**config.mk**
```make
export PLATFORM = sky130hd
export DESIGN_NAME = cell_sweep_controller_flat
export DESIGN_NICKNAME = d
export VERILOG_FILES = /design/src/rtl/cell_test_pkg.sv /design/src/rtl/cell_sweep_controller_if.sv /design/src/rtl/settle_counter.sv /design/src/rtl/cell_sweep_controller.sv /design/src/flat_wrapper.sv
export SDC_FILE = /design/constraint.sdc
export NUM_CORES = 1
export LEC_CHECK = 0
export BUFFER_PORTS_ARGS = -buffer_cell sky130_fd_sc_hd__buf_4
export CAP_MARGIN = 20
export CORE_AREA = 2 2 75 77
export CTS_CLUSTER_DIAMETER = 100
export DETAILED_ROUTE_END_ITERATION = 10
export DIE_AREA = 0 0 77 79
export SETUP_SLACK_MARGIN = 0.5
export SLEW_MARGIN = 5
export SYNTH_ARGS = -nofsm -noshare
export SYNTH_HDL_FRONTEND = slang
export SYNTH_SLANG_ARGS = --single-unit
```
**constraint.sdc**
```tcl
create_clock -name clk -period 1.6 [get_ports clk]
set_input_delay 0.32 -clock clk [delete_from_list [all_inputs] [get_ports clk]]
set_output_delay 0.32 -clock clk [all_outputs]
set_load 0.02 [all_outputs]
```
**src/rtl/cell_test_pkg.sv**
```systemverilog
// Shared types and sizes for the standard-cell sweep controller.
package cell_test_pkg;

  localparam int unsigned SOURCE_W  = 3;
  localparam int unsigned TARGET_W  = 8;
  localparam int unsigned NUM_CODES = 8;

  typedef enum logic [2:0] {
    StIdle,
    StApply,
    StSettle,
    StSample,
    StFinish
  } sweep_state_t;

endpackage

```
**src/rtl/cell_sweep_controller_if.sv**
```systemverilog
// Host/cell-side signal bundle of the sweep controller; slave is the controller's view.
interface cell_sweep_controller_if #(
  parameter int unsigned SETTLE_W = 4
);
  import cell_test_pkg::*;

  logic                start;
  logic                abort;
  logic [SETTLE_W-1:0] settle;
  logic [TARGET_W-1:0] care_mask;
  logic [SOURCE_W-1:0] exp_idx;
  logic [TARGET_W-1:0] exp_val;
  logic [TARGET_W-1:0] target;
  logic [SOURCE_W-1:0] source;
  logic                busy;
  logic                done;
  logic                valid;
  logic                pass;
  logic [TARGET_W-1:0] fail_mask;
  logic [SOURCE_W-1:0] first_fail;
  logic [TARGET_W-1:0] last_target;

  modport master (
    output start, abort, settle, care_mask, exp_val, target,
    input  exp_idx, source, busy, done, valid, pass, fail_mask, first_fail, last_target
  );

  modport slave (
    input  start, abort, settle, care_mask, exp_val, target,
    output exp_idx, source, busy, done, valid, pass, fail_mask, first_fail, last_target
  );

endinterface

```
**src/rtl/settle_counter.sv**
```systemverilog
// Down-counter timing the per-code settle window; expire flags the final settle cycle.
module settle_counter #(
  parameter int unsigned SETTLE_W = 4
) (
  input  logic                clk,
  input  logic                rst,
  input  logic                load,
  input  logic                dec,
  input  logic [SETTLE_W-1:0] load_val,
  output logic                expire
);

  logic [SETTLE_W-1:0] cnt_d, cnt_q;

  always_comb begin
    cnt_d = cnt_q;
    if (load) begin
      cnt_d = load_val;
    end else if (dec && (cnt_q != '0)) begin
      cnt_d = cnt_q - 1'b1;
    end
  end

  always_ff @(posedge clk or posedge rst) begin
    if (rst) begin
      cnt_q <= '0;
    end else begin
      cnt_q <= cnt_d;
    end
  end

  assign expire = (cnt_q == SETTLE_W'(1));

endmodule

```
**src/rtl/cell_sweep_controller.sv**
```systemverilog
// Steps the cell input through all codes, waits a settle time, and compares the
// masked response against the expected lookup, accumulating a per-code fail mask.
module cell_sweep_controller
  import cell_test_pkg::*;
#(
  parameter int unsigned SETTLE_W = 4
) (
  input logic                     clk,
  input logic                     rst,
  cell_sweep_controller_if.slave  bus
);

  sweep_state_t        state_d, state_q;
  logic [SETTLE_W-1:0] settle_d, settle_q;
  logic [TARGET_W-1:0] care_d, care_q;
  logic [SOURCE_W-1:0] source_d, source_q;
  logic [TARGET_W-1:0] fail_mask_d, fail_mask_q;
  logic [SOURCE_W-1:0] first_fail_d, first_fail_q;
  logic                valid_d, valid_q;
  logic [TARGET_W-1:0] last_target_d, last_target_q;
  logic                cnt_expire;
  logic                mismatch;

  settle_counter #(
    .SETTLE_W (SETTLE_W)
  ) u_settle_counter (
    .clk      (clk),
    .rst      (rst),
    .load     (state_q == StApply),
    .dec      (state_q == StSettle),
    .load_val (settle_q),
    .expire   (cnt_expire)
  );

  assign mismatch = |((bus.target ^ bus.exp_val) & care_q);

  always_comb begin
    state_d       = state_q;
    settle_d      = settle_q;
    care_d        = care_q;
    source_d      = source_q;
    fail_mask_d   = fail_mask_q;
    first_fail_d  = first_fail_q;
    valid_d       = valid_q;
    last_target_d = last_target_q;

    unique case (state_q)
      StIdle: begin
        if (bus.start) begin
          state_d      = StApply;
          settle_d     = bus.settle;
          care_d       = bus.care_mask;
          source_d     = '0;
          fail_mask_d  = '0;
          first_fail_d = '0;
          valid_d      = 1'b0;
        end
      end
      StApply: begin
        state_d = (settle_q != '0) ? StSettle : StSample;
      end
      StSettle: begin
        if (cnt_expire) begin
          state_d = StSample;
        end
      end
      StSample: begin
        last_target_d = bus.target;
        if (mismatch) begin
          fail_mask_d[source_q] = 1'b1;
          // Mask was cleared at start, so an empty mask means no earlier failure.
          if (fail_mask_q == '0) begin
            first_fail_d = source_q;
          end
        end
        if (source_q == SOURCE_W'(NUM_CODES - 1)) begin
          state_d  = StFinish;
          source_d = '0;
          valid_d  = 1'b1;
        end else begin
          state_d  = StApply;
          source_d = source_q + 1'b1;
        end
      end
      StFinish: begin
        state_d = StIdle;
      end
      default: begin
        state_d = StIdle;
      end
    endcase

    // Abort outranks everything once a sweep is running; partial fail mask is kept.
    if (bus.abort && (state_q != StIdle)) begin
      state_d  = StIdle;
      source_d = '0;
      valid_d  = 1'b0;
    end
  end

  always_ff @(posedge clk or posedge rst) begin
    if (rst) begin
      state_q       <= StIdle;
      settle_q      <= '0;
      care_q        <= '0;
      source_q      <= '0;
      fail_mask_q   <= '0;
      first_fail_q  <= '0;
      valid_q       <= 1'b0;
      last_target_q <= '0;
    end else begin
      state_q       <= state_d;
      settle_q      <= settle_d;
      care_q        <= care_d;
      source_q      <= source_d;
      fail_mask_q   <= fail_mask_d;
      first_fail_q  <= first_fail_d;
      valid_q       <= valid_d;
      last_target_q <= last_target_d;
    end
  end

  assign bus.source      = source_q;
  assign bus.exp_idx     = source_q;
  assign bus.busy        = (state_q == StApply) || (state_q == StSettle) ||
                           (state_q == StSample);
  assign bus.done        = (state_q == StFinish);
  assign bus.valid       = valid_q;
  assign bus.pass        = valid_q && (fail_mask_q == '0);
  assign bus.fail_mask   = fail_mask_q;
  assign bus.first_fail  = first_fail_q;
  assign bus.last_target = last_target_q;

endmodule

```
**src/flat_wrapper.sv**
```systemverilog
// flat-port wrapper written by rule: the top's interface ports become plain ports
module cell_sweep_controller_flat import cell_test_pkg::*;
#(
  parameter int unsigned SETTLE_W = 4
)
  (clk, rst, bus_start, bus_abort, bus_settle, bus_care_mask, bus_exp_val, bus_target, bus_exp_idx, bus_source, bus_busy, bus_done, bus_valid, bus_pass, bus_fail_mask, bus_first_fail, bus_last_target);
  cell_sweep_controller_if #(.SETTLE_W(SETTLE_W)) bus_i ();
  input logic clk;
  input logic rst;
  input wire logic [$bits(bus_i.start)-1:0] bus_start;
  input wire logic [$bits(bus_i.abort)-1:0] bus_abort;
  input wire logic [$bits(bus_i.settle)-1:0] bus_settle;
  input wire logic [$bits(bus_i.care_mask)-1:0] bus_care_mask;
  input wire logic [$bits(bus_i.exp_val)-1:0] bus_exp_val;
  input wire logic [$bits(bus_i.target)-1:0] bus_target;
  output wire logic [$bits(bus_i.exp_idx)-1:0] bus_exp_idx;
  output wire logic [$bits(bus_i.source)-1:0] bus_source;
  output wire logic [$bits(bus_i.busy)-1:0] bus_busy;
  output wire logic [$bits(bus_i.done)-1:0] bus_done;
  output wire logic [$bits(bus_i.valid)-1:0] bus_valid;
  output wire logic [$bits(bus_i.pass)-1:0] bus_pass;
  output wire logic [$bits(bus_i.fail_mask)-1:0] bus_fail_mask;
  output wire logic [$bits(bus_i.first_fail)-1:0] bus_first_fail;
  output wire logic [$bits(bus_i.last_target)-1:0] bus_last_target;
  assign bus_i.start = bus_start;
  assign bus_i.abort = bus_abort;
  assign bus_i.settle = bus_settle;
  assign bus_i.care_mask = bus_care_mask;
  assign bus_i.exp_val = bus_exp_val;
  assign bus_i.target = bus_target;
  assign bus_exp_idx = bus_i.exp_idx;
  assign bus_source = bus_i.source;
  assign bus_busy = bus_i.busy;
  assign bus_done = bus_i.done;
  assign bus_valid = bus_i.valid;
  assign bus_pass = bus_i.pass;
  assign bus_fail_mask = bus_i.fail_mask;
  assign bus_first_fail = bus_i.first_fail;
  assign bus_last_target = bus_i.last_target;
  cell_sweep_controller #(.SETTLE_W(SETTLE_W)) u_core (.clk(clk), .rst(rst), .bus(bus_i));
endmodule
```
Word level (Yosys, flattened, before mapping). Cells that the tools add are included. W data, S select, Z words.

Bits in registers: 42. Bits of input ports: 32. Word-level logic and storage cells: 73.

$add $sub $neg: 2. $lt $le $gt $ge: 2. Equal/unequal tests: 12. Mux-type cells: 24. Bitwise gates (word level): 3. Reductions and logical operators: 21.

Operators with widths (count): $mux W3 (9); $mux W8 (2); $pmux W8 S2 (1); $pmux W3 S2 (2); $pmux W3 S4 (1); $and A8 B8 Y8 (1); $logic_not A8 Y1 (1); $mux W4 (2); $or A8 B8 Y8 (1); $reduce_bool A4 Y1 (2); $reduce_or A8 Y1 (1); $xor A8 B8 Y8 (1); $eq A3 B2 Y1 const B (2); $eq A3 B3 Y1 const B (2); $ne A3 B1 Y1 const B (2); $reduce_and A2 Y1 (3); $reduce_and A3 Y1 (2); $reduce_bool A3 Y1 (2); $mux W1 (5); $eq A4 B1 Y1 const B (1); $logic_and A1 B1 Y1 (4); $lt A3 B4 Y1 const B (1); $ne A2 B1 Y1 const B (2); $reduce_and A4 Y1 (1); other kinds (11) (13).

Depth between registers and ports, before layout. Gate-level depths: netlist of run 1.

Depth in word-level cells: 7. Gate-level depth with buffers: 7. Depth with buffers taken out: 6.

Hierarchy. Synthesis of run 1 repeated with hierarchy kept, for this count alone.

Cell total of the unflattened synthesis: 205. Area, all modules: 2068.2 µm².

By module, submodules not included: cell_sweep_controller (times used 1, cells an instance 175, area each 1781.7 µm²); settle_counter (times used 1, cells an instance 30, area each 286.5 µm²).

Least setup slack after synthesis of run 1. Ideal clock, no wire load.

Path kind: flip-flop to flip-flop. From: register u_core.fail_mask_q[0], in the netlist u_core.bus.fail_mask[0]. To: register u_core.first_fail_q[0], in the netlist u_core.bus.first_fail[0]. Library setup time: 0.127 ns. Arrival time: 1.358 ns. Data required time: 1.473 ns. Slack: 0.115 ns. Stages on the path, launching flop included: 6. Buffers on the path: 0. Cells stage by stage: dfrtp_1 -> nor4_1 -> nand4_1 -> a21oi_1 -> o21ai_2 -> mux2i_1.

Word-level cells in the longest chain between the ends: 3.

RTL lines: start, declared (line cell_sweep_controller.sv:17) `logic [TARGET_W-1:0] fail_mask_d, fail_mask_q;`; start signal, assigned (line cell_sweep_controller.sv:116) `fail_mask_q <= fail_mask_d;`; $logic_not A8 Y1 (line cell_sweep_controller.sv:72) `if (fail_mask_q == '0) begin`; $ne A2 B1 Y1 (no source line); $reduce_and A4 Y1 (no source line); end signal, assigned (line cell_sweep_controller.sv:117) `first_fail_q <= first_fail_d;`; end, declared (line cell_sweep_controller.sv:18) `logic [SOURCE_W-1:0] first_fail_d, first_fail_q;`.

No other way between the ends. A chain may end at the register's enable or synchronous reset.

Worst setup path after layout of run 1.
From: register u_core.fail_mask_q[5], in the netlist u_core.bus.fail_mask[5]. To: output port bus_pass.

Word-level cells in the longest chain between the ends: 2.

RTL lines: $logic_not A8 Y1 (line cell_sweep_controller.sv:129) `assign bus.pass = valid_q && (fail_mask_q == '0);`; $logic_and A1 B1 Y1 (line cell_sweep_controller.sv:129); end, declared (line flat_wrapper.sv:21) `output wire logic [$bits(bus_i.pass)-1:0] bus_pass;`.

No other way between the ends.

==> results of run 1 <==
==> power by group <==
part | internal, W | total [W] | switching (W)
Clock | 0.000303 | 0.000677 | 0.000374
Combinational | 0.00181 | 0.00328 | 0.00147
Sequential | 0.00143 | 0.00174 | 0.000313
==> cell usage in the layout (no fill, tap or decap), types with 3 or more instances in the layout <==
cell type	instances
sky130_fd_sc_hd__mux2_4	13
sky130_fd_sc_hd__a21oi_2	7
sky130_fd_sc_hd__clkbuf_8	5
sky130_fd_sc_hd__dfrtp_1	30
sky130_fd_sc_hd__dfrtp_2	12
sky130_fd_sc_hd__nor2_2	3
sky130_fd_sc_hd__nand2_1	20
sky130_fd_sc_hd__inv_1	3
sky130_fd_sc_hd__o41ai_2	4
sky130_fd_sc_hd__nand2_4	8
sky130_fd_sc_hd__nor2_4	7
sky130_fd_sc_hd__xor2_1	9
sky130_fd_sc_hd__nand3_1	5
sky130_fd_sc_hd__buf_16	3
sky130_fd_sc_hd__buf_12	5
sky130_fd_sc_hd__buf_6	58
sky130_fd_sc_hd__nand2_2	14
sky130_fd_sc_hd__a22oi_1	3
sky130_fd_sc_hd__buf_4	53
==> what timing repair did <==
item                       in CTS  in global routing
gates resized for setup       125                 36
pin swaps                      43                 21
setup buffers                  39                  9
hold endpoints to repair        8                  0
gates cloned                    4                  0
setup endpoints to repair      71                 71
hold buffers                    1                  0
==> flip-flops by register name, summed over array words and instances, names as in the netlist <==
signal and cells:
u_core.settle_q 4, u_core.bus.exp_idx 3, u_core.bus.valid 1, u_core.bus.fail_mask 8, u_core.bus.last_target 8, u_core.care_q 8
u_core.u_settle_counter.cnt_q 4, u_core.bus.first_fail 3, u_core.state_q 3
==> worst max path at each step <==
| stage | from | endpoint | slack [ns] | cells past startpoint |
|---|---|---|---|---|
| floorplan | u_core.state_q[0]$_DFFE_PP0P_ | u_core.care_q[1]$_DFFE_PP0P_ | 0.16 | 6 |
| global placement | bus_target[5] | u_core.bus.fail_mask[5]$_DFFE_PP0P_ | 0.08 | 6 |
| detailed placement | bus_target[5] | u_core.bus.first_fail[0]$_DFFE_PP0P_ | 0.08 | 6 |
| CTS | u_core.bus.fail_mask[5]$_DFFE_PP0P_ | bus_pass | -0.06 | 3 |
| global route | u_core.bus.fail_mask[4]$_DFFE_PP0P_ | u_core.bus.first_fail[0]$_DFFE_PP0P_ | -0.20 | 6 |
| finish | u_core.bus.fail_mask[5]$_DFFE_PP0P_ | bus_pass | -0.13 | 3 |
==> worst min-delay path, stage by stage <==
cell and delay, ns:
sky130_fd_sc_hd__buf_4 0.09, sky130_fd_sc_hd__nand2_2 0.04, sky130_fd_sc_hd__nand2_1 0.04
==> layer usage <==
metal	routed length [um]	vias up
li1	-	938
met1	2740	970
met2	3490	43
met3	182	7
met4	100	0
met5	0	-
==> metrics by stage <==
| stage | util, % | std cells | power, W |
|---|---|---|---|
| global route | 72.9 | 392 | 0.00599 |
| finish | 72.9 | 392 | 0.00570 |
| global placement | 50.9 | 331 | 0.00349 |
| detailed placement | 50.9 | 331 | 0.00352 |
| CTS | 68.8 | 383 | 0.00534 |
| floorplan | - | 199 | 0.00292 |
==> cell type report <==
| cell class | count | area, um2 | share of cell area (%) |
|---|---|---|---|
| Tap cell | 72 | 90.1 | 2.32 |
| Clock buffer | 6 | 72.6 | 1.87 |
| Timing Repair Buffer | 122 | 1270 | 32.8 |
| Sequential cell | 42 | 1070 | 27.4 |
| Multi-Input combinational cell | 142 | 1350 | 34.7 |
| Inverter | 6 | 28.8 | 0.740 |
| Clock inverter | 2 | 10.0 | 0.257 |
==> cell families after synthesis <==
kind of cell,after synthesis
AO/OA/AOI/OAI,35
XOR/XNOR,9
adder cells (fa/ha/maj),4
buffers and inverters,16
flip-flops,42
multiplexers,15
AND/OR/NAND/NOR,78
==> results.md, run 1 <==
- The flow ran to the end, but the final reports show violations.
- The checks that failed: setup timing.
- The shortest clock period the worst path allows after layout is roughly 1.7 ns.
- The worst register-to-register path ends at u_core.bus.first_fail[0]$_DFFE_PP0P_.
- The tightest slew margin relative to the limit is between 70% and 80%.
- The leakage component of the power is 1.88 nW.
- Setup total negative slack on the finished layout was measured at -0.424 ns.
- The worst setup path is of the reg2out kind.
- The clock latency at the later pin of the worst-skew pair is roughly 0.3 ns.
- Across all layers, the routed design uses approximately 2000 vias.
- Global routing used between 20% and 30% of the available tracks.
- The number of ports placed on the die boundary is 61.
- The HPWL after detailed placement is between 3 and 4 mm.
- The number of buffers created by CTS is 5.
- Dividing the detail-routed via count by the number of cells gives approximately 5.
- In this run the clock root is driven by a sky130_fd_sc_hd__clkbuf_8.
- The fraction of final layout cells sized beyond drive strength 1 is ~70%.
- The number of nets with antenna violations after routing is 0.
- The final worst slack is -0.134 ns.
- The number of storage elements in the synthesis netlist is 42.
- The number of violations of the max-capacitance limit is 0.
- The setup clock skew after layout is between 0.015 and 0.02 ns.
- In this run the most critical hold path is launched from bus_target[1].
- The post-synthesis compound-gate area fraction is 11.7%.
- After detailed routing, the average wire length per cell comes to about 17 um.
- Clock-pin slew was measured on the worst setup and hold paths at about 0.090 ns.
- The largest area contributor in the netlist is sky130_fd_sc_hd__dfrtp_1.
- The register-to-register setup slack is -0.10 ns.
- Once the floorplan was initialized, standard cells occupied about 39% of the core.
- After Yosys synthesis, XOR and XNOR cells account for around 3.8% of the synthesized area.
- The async set or reset register ratio after synthesis is 100%.
- Power spread over the standard cell area amounts to roughly 1500 nW/um2.
- The critical path goes through nor4_4, and3_4, buf_6.
- The first routing iteration left 55 violations.
- The CTS tree is done.
- The end of the worst hold path is u_core.bus.last_target[1]$_DFFE_PP0P_.
- The growth of design area from synthesis to finish is 87.8%.
- The initial antenna violation count is 0.
- The number of instances on the worst hold path is 3.
- The clock passes through at most 2 buffers.
- For met1 alone, demand over resource in global routing was between 20% and 30%.
- Measured in cells, the most critical reg-to-reg path has a length of 6.
- The worst hold-check slack is roughly 0.22 ns.
- The number of sinks on the clock net is 42.
- Setup violations remaining at the end of the flow were counted as 5.
- The residual overflow from global routing is 0.
- For met2 alone, demand over resource in global routing was roughly 38%.
- The launch point of the worst reg-to-reg path is u_core.bus.fail_mask[5]$_DFFE_PP0P_.
- The mean post-synth cell area is between 10 and 15 um2.
- The final instance area is about 3900 um2.
- The worst-case IR drop observed on VDD is just under 1000 uV.
- The count of pins over their slew limit is 0.
- The type of origin of the critical path is a flip-flop.
- From left edge to right edge, the die measures just under 80 um.
- The cell type of the slowest stage on the worst timing path is sky130_fd_sc_hd__dfrtp_1.
- The antenna diode count is 0.
- The largest family of logic cells by synthesized area is simple AND/OR/NAND/NOR gates.
- For this run, design rule violations remaining after detail routing come to 0.
- The hold violation total from the final report came to 0.
- Yosys attributes the largest share of cell area to sky130_fd_sc_hd__dfrtp_1, sky130_fd_sc_hd__nand2_1, sky130_fd_sc_hd__mux2_2.
- The netlist uses just over 40 different library cells.
- For this run, the post-layout net count is 355.
- The synthesized design devotes to its leading area cell type about half of total area.
- The floorplan has 27 rows.
- met2 is the most crowded layer.
- The final period utilization is 108%.
- The number of nets in the synthesized netlist is roughly 240.
- The kind of cell with the highest combined delay along the critical path is simple AND/OR/NAND/NOR gates.
- The number of buffers added on ports is 60.
- The sort of element at the end of the critical path is a primary output.
- Static timing analysis puts the maximum clock frequency at between 500 and 600 MHz.
- The number of instances in the synthesized netlist is between 150 and 200.
- The worst slack at placement is slightly below 0.08 ns.
- Summing all placed instances gives a cell area of around 2700 um2.
- Setup repair after global routing could not meet its margin everywhere.
- In this run, synthesis inferred 0 flip-flops with an integrated enable.
- The total wirelength of the detailed-routed design is ~6.5 mm.
- The die is ~79 um tall.
- The first global-routing pass estimated around 10 mm of wire.
- The path type of the worst min-delay path is in2reg.
- Data on the critical path is required at its endpoint by around 1.3 ns.
- The die covers 6080 um2.
- The Yosys step of the flow raised 0 warnings.
- After Yosys synthesis, and, or, nand and nor cells account for 18.4% of the synthesized area.
- The measured slew at the worst slew-check pin is between 0.3 and 0.4 ns.
- Global routing used ~3.1% of the available met3 tracks.
- The layout has roughly 380 filler cells.
- Counting both buffers and inverters, the worst setup path holds a total of 1.
- By count the netlist is led by sky130_fd_sc_hd__dfrtp_1, sky130_fd_sc_hd__nand2_1, sky130_fd_sc_hd__mux2_2, sky130_fd_sc_hd__a21oi_1, sky130_fd_sc_hd__xor2_1.
- The via count of the first global-routing pass is roughly 2000.
- The cell area that synthesis handed to floorplanning was between 2000 and 2500 um2.
- Sequential cells were found to cover a little over 50% of the synthesized design area.
- Multiplexer cells account for ~8% of the synthesized area.
- The arrival time of the worst setup path is roughly 1.4 ns.
- For this run, the slowest stage of the critical path takes about 0.42 ns.
- The adder-cell area share of the yosys netlist is around 2.4%.
- The congestion estimate from routability-driven global placement came to approximately 0.77.
- Entering global routing, the biggest net connects 35 pins.
- The number of optimization iterations in the first detailed-route pass is 4.
- The total area inside the core boundary comes to around 5300 um2.
- The largest driver fanout on the critical path is 2.
- The most used flip-flop cell after synthesis is sky130_fd_sc_hd__dfrtp_1.
- CTS built an H-tree with a depth of 2.
Note: power is estimated with default switching activity, not from simulation.
==> inputs of run 2 (changes only) <==
--- a/config.mk
+++ b/config.mk
@@ -11,6 +11,7 @@
 export CTS_CLUSTER_DIAMETER = 100
 export DETAILED_ROUTE_END_ITERATION = 10
 export DIE_AREA = 0 0 77 79
+export RECOVER_POWER = 50
 export SETUP_SLACK_MARGIN = 0.5
 export SLEW_MARGIN = 5
 export SYNTH_ARGS = -nofsm -noshare
==> results.md, run 2 (synthesized netlist as in run 1, its figures left out) <==
- The timing-limited maximum frequency is 578 MHz (+0.16%).
- The placeable core area came to 5340 um2 (unchanged).
- Relative to the synthesized area, the layout overhead comes to 85.4%.
- The launch point of the worst reg-to-reg path is u_core.bus.fail_mask[4]$_DFFE_PP0P_.
- The clock latency at the later pin of the worst-skew pair was 0.31 ns (about the same).
- The global placement routability congestion is 0.767 (unchanged).
- The worst hold path terminates at u_core.bus.last_target[1]$_DFFE_PP0P_.
- The most common library cell in the layout ignoring fill and taps is sky130_fd_sc_hd__buf_6.
- The share of power burned in combinational logic is 57.0% (-0.6 points).
- CTS placed an instance of sky130_fd_sc_hd__clkbuf_8 at the clock tree root.
- The via count of the first global-routing pass is 1988 (unchanged).
- The worst setup path is of the reg2out kind.
- The largest net degree at the start of global routing is 35 (unchanged).
- In the layout the commonest cells are sky130_fd_sc_hd__buf_6, sky130_fd_sc_hd__buf_4, sky130_fd_sc_hd__dfrtp_1.
- The register-to-register setup slack is -0.10 ns (about the same).
- The vias after detailed routing is 1947 (-0.56%).
- The H-tree level count is 2 (unchanged).
- The sort of element at the end of the critical path is a primary output.
- The per-cell routed wire length came to 16.6 um (about the same).
- The shortest clock period the worst path allows after layout is 1.73 ns (-0.00274 ns).
- The antenna diode count is 0 (unchanged).
- The flow ran to the end, but the final reports show violations.
- The worst hold path begins at bus_target[1].
- The number of nets with antenna violations after routing came to 0 (unchanged).
- The fraction of final layout cells sized beyond drive strength 1 is 68.8% (-1.6 points).
- The vias per cell is 4.97 (-0.56%).
- The clock network fraction of design power was 12.1% (+0.2 points).
- The number of buffers added on ports is 60 (unchanged).
- The initial core utilization is 38.8% (unchanged).
- The global routing usage summed across all routing layers was 21.6% (unchanged).
- The net switching component of the power came to 0.00214 W (-0.78%).
- The total DRC errors in the routed layout was 0 (unchanged).
- The number of instances on the worst hold path is 3 (unchanged).
- The area enclosed by the die boundary is 6080 um2 (unchanged).
- The total number of placement rows is 27 (unchanged).
- The setup clock skew after layout is 0.0165 ns (-0.000458 ns).
- The number of nets in the layout came to 355 (unchanged).
- The count of non-filler cells in the finished layout is 392 (unchanged).
- The checks that failed: setup timing.
- The largest driver fanout on the critical path is 2 (unchanged).
- The portion of total power attributed to sequential cells came to 30.9% (+0.3 points).
- The final setup violation count is 4 (-1).
- The worst-case clock buffer depth came to 2 (unchanged).
- The total wirelength of the detailed-routed design was 6.52 mm (about the same).
- The horizontal extent of the die is 77 um (unchanged).
- The start point of the critical path is u_core.bus.fail_mask[4]$_DFFE_PP0P_.
- The total internal power is 0.00346 W (-2.3%).
- The net switching share of the total power is 38.2% (+0.35 points).
- The power density over cell area is 1460 nW/um2 (-0.42%).
- TritonCTS built the clock tree.
- The number of placed instances with taps included is 331 (unchanged).
- The worst slack at placement is 0.0782 ns (unchanged).
- The initial antenna violation count is 0 (unchanged).
- The worst setup path is launched from a flip-flop.
- Setup repair after global routing could not meet its margin everywhere.
- The final HPWL from detailed placement is 3.50 mm (unchanged).
- The number of optimization iterations in the first detailed-route pass is 4 (unchanged).
- The arrival time of the worst setup path was 1.41 ns (about the same).
- The hold violation total from the final report came to 0 (unchanged).
- The number of ports placed on the die boundary is 61 (unchanged).
- The number of violations of the max-capacitance limit came to 0 (unchanged).
- The count of pins over their slew limit was 0 (unchanged).
- The worst register-to-register path ends at u_core.bus.first_fail[0]$_DFFE_PP0P_.
- The first-pass GRT wire length is 10.1 mm (unchanged).
- The leakage component of the power came to 1.85 nW (-1.4%).
- The clock-pin slew reported for the worst setup and hold paths after clock tree synthesis is 0.09 ns (about the same).
- The endpoint required time on the critical path is 1.28 ns (about the same).
- The number of sinks on the clock net is 42 (unchanged).
- The number of buffers created by CTS is 5 (unchanged).
- The tightest slew margin relative to the limit is 67.1% (-12 points).
- The logic depth of the worst register-to-register path is 6 (unchanged).
- The final worst slack is -0.131 ns (+0.00274 ns).
- The path type of the worst min-delay path is in2reg.
- The maximum VDD drop is 992 uV (+0.18%).
- The number of DRC markers in iteration 0 came to 46 (-16%).
- The measured slew at the worst slew-check pin came to 0.493 ns (+0.176 ns).
- The residual overflow from global routing is 0 (unchanged).
- The vertical die dimension is 79 um (unchanged).
- The final period utilization is 108% (-0.17 points).
==> run 2: cell count changes in the layout (fill, tap and decap cells not counted), sizes merged <==
cell / change
buf: -6
clkbuf: +6
==> run 2: worst max-delay path by stage <==
stage	slack (ns)	to	depth (start not counted)
after floorplan	0.16	u_core.care_q[1]$_DFFE_PP0P_	6
after global placement	0.08	u_core.bus.fail_mask[5]$_DFFE_PP0P_	6
after detailed placement	0.08	u_core.bus.first_fail[0]$_DFFE_PP0P_	6
after CTS	-0.06	bus_pass	3
after global routing	-0.20	u_core.bus.first_fail[0]$_DFFE_PP0P_	6
final	-0.13	bus_pass	3
==> run 2: area by class of cell <==
cell class | count | area (um2)
fillers | 385 | 1500
clock buffers | 6 | 72.6
repair buffers | 122 | 1230
inverters | 6 | 26.3
flip-flops and latches | 42 | 1070
multi-input cells | 142 | 1340
clock inverters | 2 | 10.0
well taps | 72 | 90.1
==> run 2: through the flow <==
stage                     hold slack, ns  total power [W]  utilization [%]  TNS [ns]  cell area, um2
after floorplan                    0.311          0.00292                -         0            2160
final                              0.217          0.00560             71.9    -0.421            3840
after global placement             0.266          0.00349             50.9         0            2720
after global routing               0.225          0.00589             71.9     -1.01            3840
after CTS                          0.225          0.00534             68.8   -0.0599            3670
after detailed placement           0.267          0.00352             50.9         0            2720
==> run 2: critical path, cell delays in order (launching register included) <==
cell,delay [ns]
sky130_fd_sc_hd__dfrtp_2,0.43
sky130_fd_sc_hd__nor4_4,0.33
sky130_fd_sc_hd__and3_4,0.23
sky130_fd_sc_hd__buf_6,0.11
==> run 2: timing repair <==
item	CTS	global route
cloned	4	0
hold buffers	1	0
hold endpoints to repair	8	0
setup buffers	39	9
resized for setup	125	36
setup endpoints to repair	71	71
pin swaps	43	21
==> run 2: power by group through the flow <==
stage	clock network [W]	registers [W]	logic (W)
floorplan	0	0.00179	0.00113
global placement	0	0.00168	0.00181
detailed placement	0	0.00169	0.00183
CTS	0.000673	0.00171	0.00296
global route	0.000719	0.00177	0.00340
finish	0.000676	0.00173	0.00319
==> run 2: per-layer routing <==
layer | global-route usage [%] | wire length (um)
met5 | 0 | 0
met4 | 7.86 | 100
met3 | 3.07 | 181
met2 | 37.9 | 3510
met1 | 27.5 | 2720
==> inputs of run 3 (changes only) <==
--- a/config.mk
+++ b/config.mk
@@ -5,7 +5,7 @@
 export SDC_FILE = /design/constraint.sdc
 export NUM_CORES = 1
 export LEC_CHECK = 0
-export BUFFER_PORTS_ARGS = -buffer_cell sky130_fd_sc_hd__buf_4
+export BUFFER_PORTS_ARGS = -buffer_cell sky130_fd_sc_hd__clkbuf_2
 export CAP_MARGIN = 20
 export CORE_AREA = 2 2 75 77
 export CTS_CLUSTER_DIAMETER = 100
==> results.md, run 3 (synthesized netlist as in run 1, its figures left out) <==
- The number of sinks on the clock net is 42 (unchanged).
- The length of routed wiring on met1 is 2.59 mm (-4.8%).
- The total power came to 0.00560 W (about the same).
- The total number of placement rows was 27 (unchanged).
- The total wirelength of the detailed-routed design came to 6.26 mm (-3.9%).
- The area of the multi-input gates is 1290 um2 (-3.5%).
- The met2 layer wire length in the routed design was 3.27 mm (-6.9%).
- The hold violation total from the final report is 0 (unchanged).
- The uppermost signal routing layer after detailed routing is met4.
- The shortest clock period the worst path allows after layout came to 1.75 ns (+0.0232 ns).
- The count of fill cells added during filler insertion is 421 (+9.4%).
- The vias after detailed routing is 1940 (-0.36%).
- The global placement routability congestion came to 0.789 (+2.9%).
- The setup clock skew after layout is 0.0116 ns (-0.00481 ns).
- The CTS tree is done.
- The logic depth of the worst register-to-register path is 6 (unchanged).
- From synthesis to final layout, the design area changed by 76.4%.
- The register-to-register setup slack was -0.07 ns (+0.03 ns).
- The sort of element at the end of the critical path is a primary output.
- The worst-case clock buffer depth is 2 (unchanged).
- The clock latency at the later pin of the worst-skew pair came to 0.30 ns (about the same).
- The maximum VDD drop was 926 uV (-6.6%).
- The measured slew at the worst slew-check pin is 0.967 ns (+0.474 ns).
- The vias per cell is 5.05 (+1.7%).
- The final worst slack is -0.154 ns (-0.0232 ns).
- The horizontal extent of the die is 77 um (unchanged).
- The area enclosed by the die boundary is 6080 um2 (unchanged).
- The cell at the root of the clock tree is sky130_fd_sc_hd__clkbuf_8.
- The final HPWL from detailed placement is 3.47 mm (-0.75%).
- The number of violations of the max-capacitance limit is 0 (unchanged).
- The number of buffers added on ports is 60 (unchanged).
- The number of nets in the layout is 347 (-2.3%).
- The placeable core area is 5340 um2 (unchanged).
- The capture point of the worst reg-to-reg path is u_core.bus.first_fail[0]$_DFFE_PP0P_.
- The number of optimization iterations in the first detailed-route pass was 4 (unchanged).
- The global routing usage summed across all routing layers is 19.9% (-1.7 points).
- The start point of the critical path is u_core.bus.fail_mask[4]$_DFFE_PP0P_.
- The first-pass GRT wire length is 9.50 mm (-6.4%).
- The worst hold-check slack is 0.150 ns (-0.0668 ns).
- The per-cell routed wire length is 16.3 um (-1.9%).
- The power density over cell area was 1530 nW/um2 (+5.1%).
- By startpoint and endpoint, the worst setup path is classified as reg2out.
- In the layout the commonest cells are sky130_fd_sc_hd__buf_4, sky130_fd_sc_hd__clkbuf_2, sky130_fd_sc_hd__dfrtp_1.
- The library cell used most frequently in the layout, excluding fill and tap cells, is sky130_fd_sc_hd__buf_4.
- The H-tree level count is 2 (unchanged).
- The total DRC errors in the routed layout is 0 (unchanged).
- The endpoint required time on the critical path was 1.28 ns (about the same).
- The number of buffers created by CTS was 5 (unchanged).
- The checks that failed: setup timing.
- The antenna diode count is 0 (unchanged).
- The largest net degree at the start of global routing came to 23 (-34%).
- The residual overflow from global routing is 0 (unchanged).
- The vertical die dimension is 79 um (unchanged).
- The final period utilization is 110% (+1.4 points).
- The largest driver fanout on the critical path is 3 (+1).
- The number of nets with antenna violations after routing is 0 (unchanged).
- The initial antenna violation count came to 0 (unchanged).
- The worst slack at placement came to 0.0243 ns (-0.0539 ns).
- The count of pins over their slew limit is 0 (unchanged).
- The tightest slew margin relative to the limit is 35.2% (-32 points).
- The arrival time of the worst setup path came to 1.43 ns (+0.02 ns).
- The detailed route wirelength on metal3 is 278 um (+54%).
- The fraction of final layout cells sized beyond drive strength 1 is 67.9% (-0.80 points).
- The leakage component of the power came to 1.75 nW (-5.3%).
- The via count of the first global-routing pass came to 1932 (-2.8%).
- The number of DRC markers in iteration 0 is 45 (-2.2%).
- The path class of the tightest hold or removal check is in2async.
- The flow ran to the end, but the final reports show violations.
- STA classifies the critical path startpoint as a flip-flop.
- Setup repair after global routing could not meet its margin everywhere.
- The final setup violation count is 4 (unchanged).
- The timing-limited maximum frequency was 570 MHz (-1.3%).
- The clock-pin slew reported for the worst setup and hold paths after clock tree synthesis is 0.09 ns (about the same).
- The initial core utilization was 38.8% (unchanged).
- The number of buffers inserted by hold repair at cts is 0 (-1).
- The launch point of the worst reg-to-reg path is u_core.bus.fail_mask[4]$_DFFE_PP0P_.
- The sequential cell area is 1070 um2 (unchanged).
- The number of ports placed on the die boundary is 61 (unchanged).
-- run 3: final cells by class --
| class | instances | share of cell area (%) |
|---|---|---|
| Sequential cell | 42 | 29.2 |
| Tap cell | 72 | 2.47 |
| Clock buffer | 5 | 1.88 |
| Clock inverter | 3 | 1.10 |
| Multi-Input combinational cell | 142 | 35.4 |
| Inverter | 6 | 0.651 |
| Timing Repair Buffer | 114 | 29.3 |
-- run 3: worst max path at each step --
stage / cells past startpoint / endpoint
finish: 3 / bus_pass
global route: 3 / bus_pass
CTS: 3 / bus_pass
detailed placement: 5 / u_core.bus.first_fail[0]$_DFFE_PP0P_
global placement: 5 / u_core.bus.first_fail[2]$_DFFE_PP0P_
floorplan: 6 / u_core.care_q[1]$_DFFE_PP0P_
-- run 3: repair_timing --
item                       4_1_cts  5_1_grt
setup endpoints to repair       71       70
buffers inserted                31       10
gates resized for setup        127       53
cloned                           2        0
pin swaps                       43       27
-- run 3: where the power goes --
| group | internal (W) | leakage (nW) | switching [W] | total, W |
|---|---|---|---|---|
| sequential | 0.00142 | 0.515 | 0.000338 | 0.00176 |
| clock | 0.000460 | 0.0579 | 0.000379 | 0.000838 |
| combinational | 0.00168 | 1.18 | 0.00132 | 0.00300 |
| total | 0.00356 | 1.75 | 0.00204 | 0.00560 |
-- run 3: per-layer routing --
metal	vias up	global-route usage [%]
li1	916	-
met1	954	24.8
met2	57	33.6
met3	13	4.77
met4	0	8.04
met5	-	0
-- run 3: worst max-delay path, cell delays in order, from the launching register on --
cell	delay, ns
sky130_fd_sc_hd__dfrtp_2	0.44
sky130_fd_sc_hd__nor4_4	0.34
sky130_fd_sc_hd__and3_4	0.24
sky130_fd_sc_hd__buf_8	0.11
-- run 3: through the flow --
step / cell area [um2] / utilization (%) / std cells / setup TNS, ns
final: 3650 / 68.4 / 384 / -0.336
after global routing: 3650 / 68.4 / 384 / -0.721
after detailed placement: 2550 / 47.9 / 333 / 0
after floorplan: 2160 / - / 199 / 0
after global placement: 2550 / 47.9 / 333 / 0
after CTS: 3430 / 64.2 / 374 / -0.0938
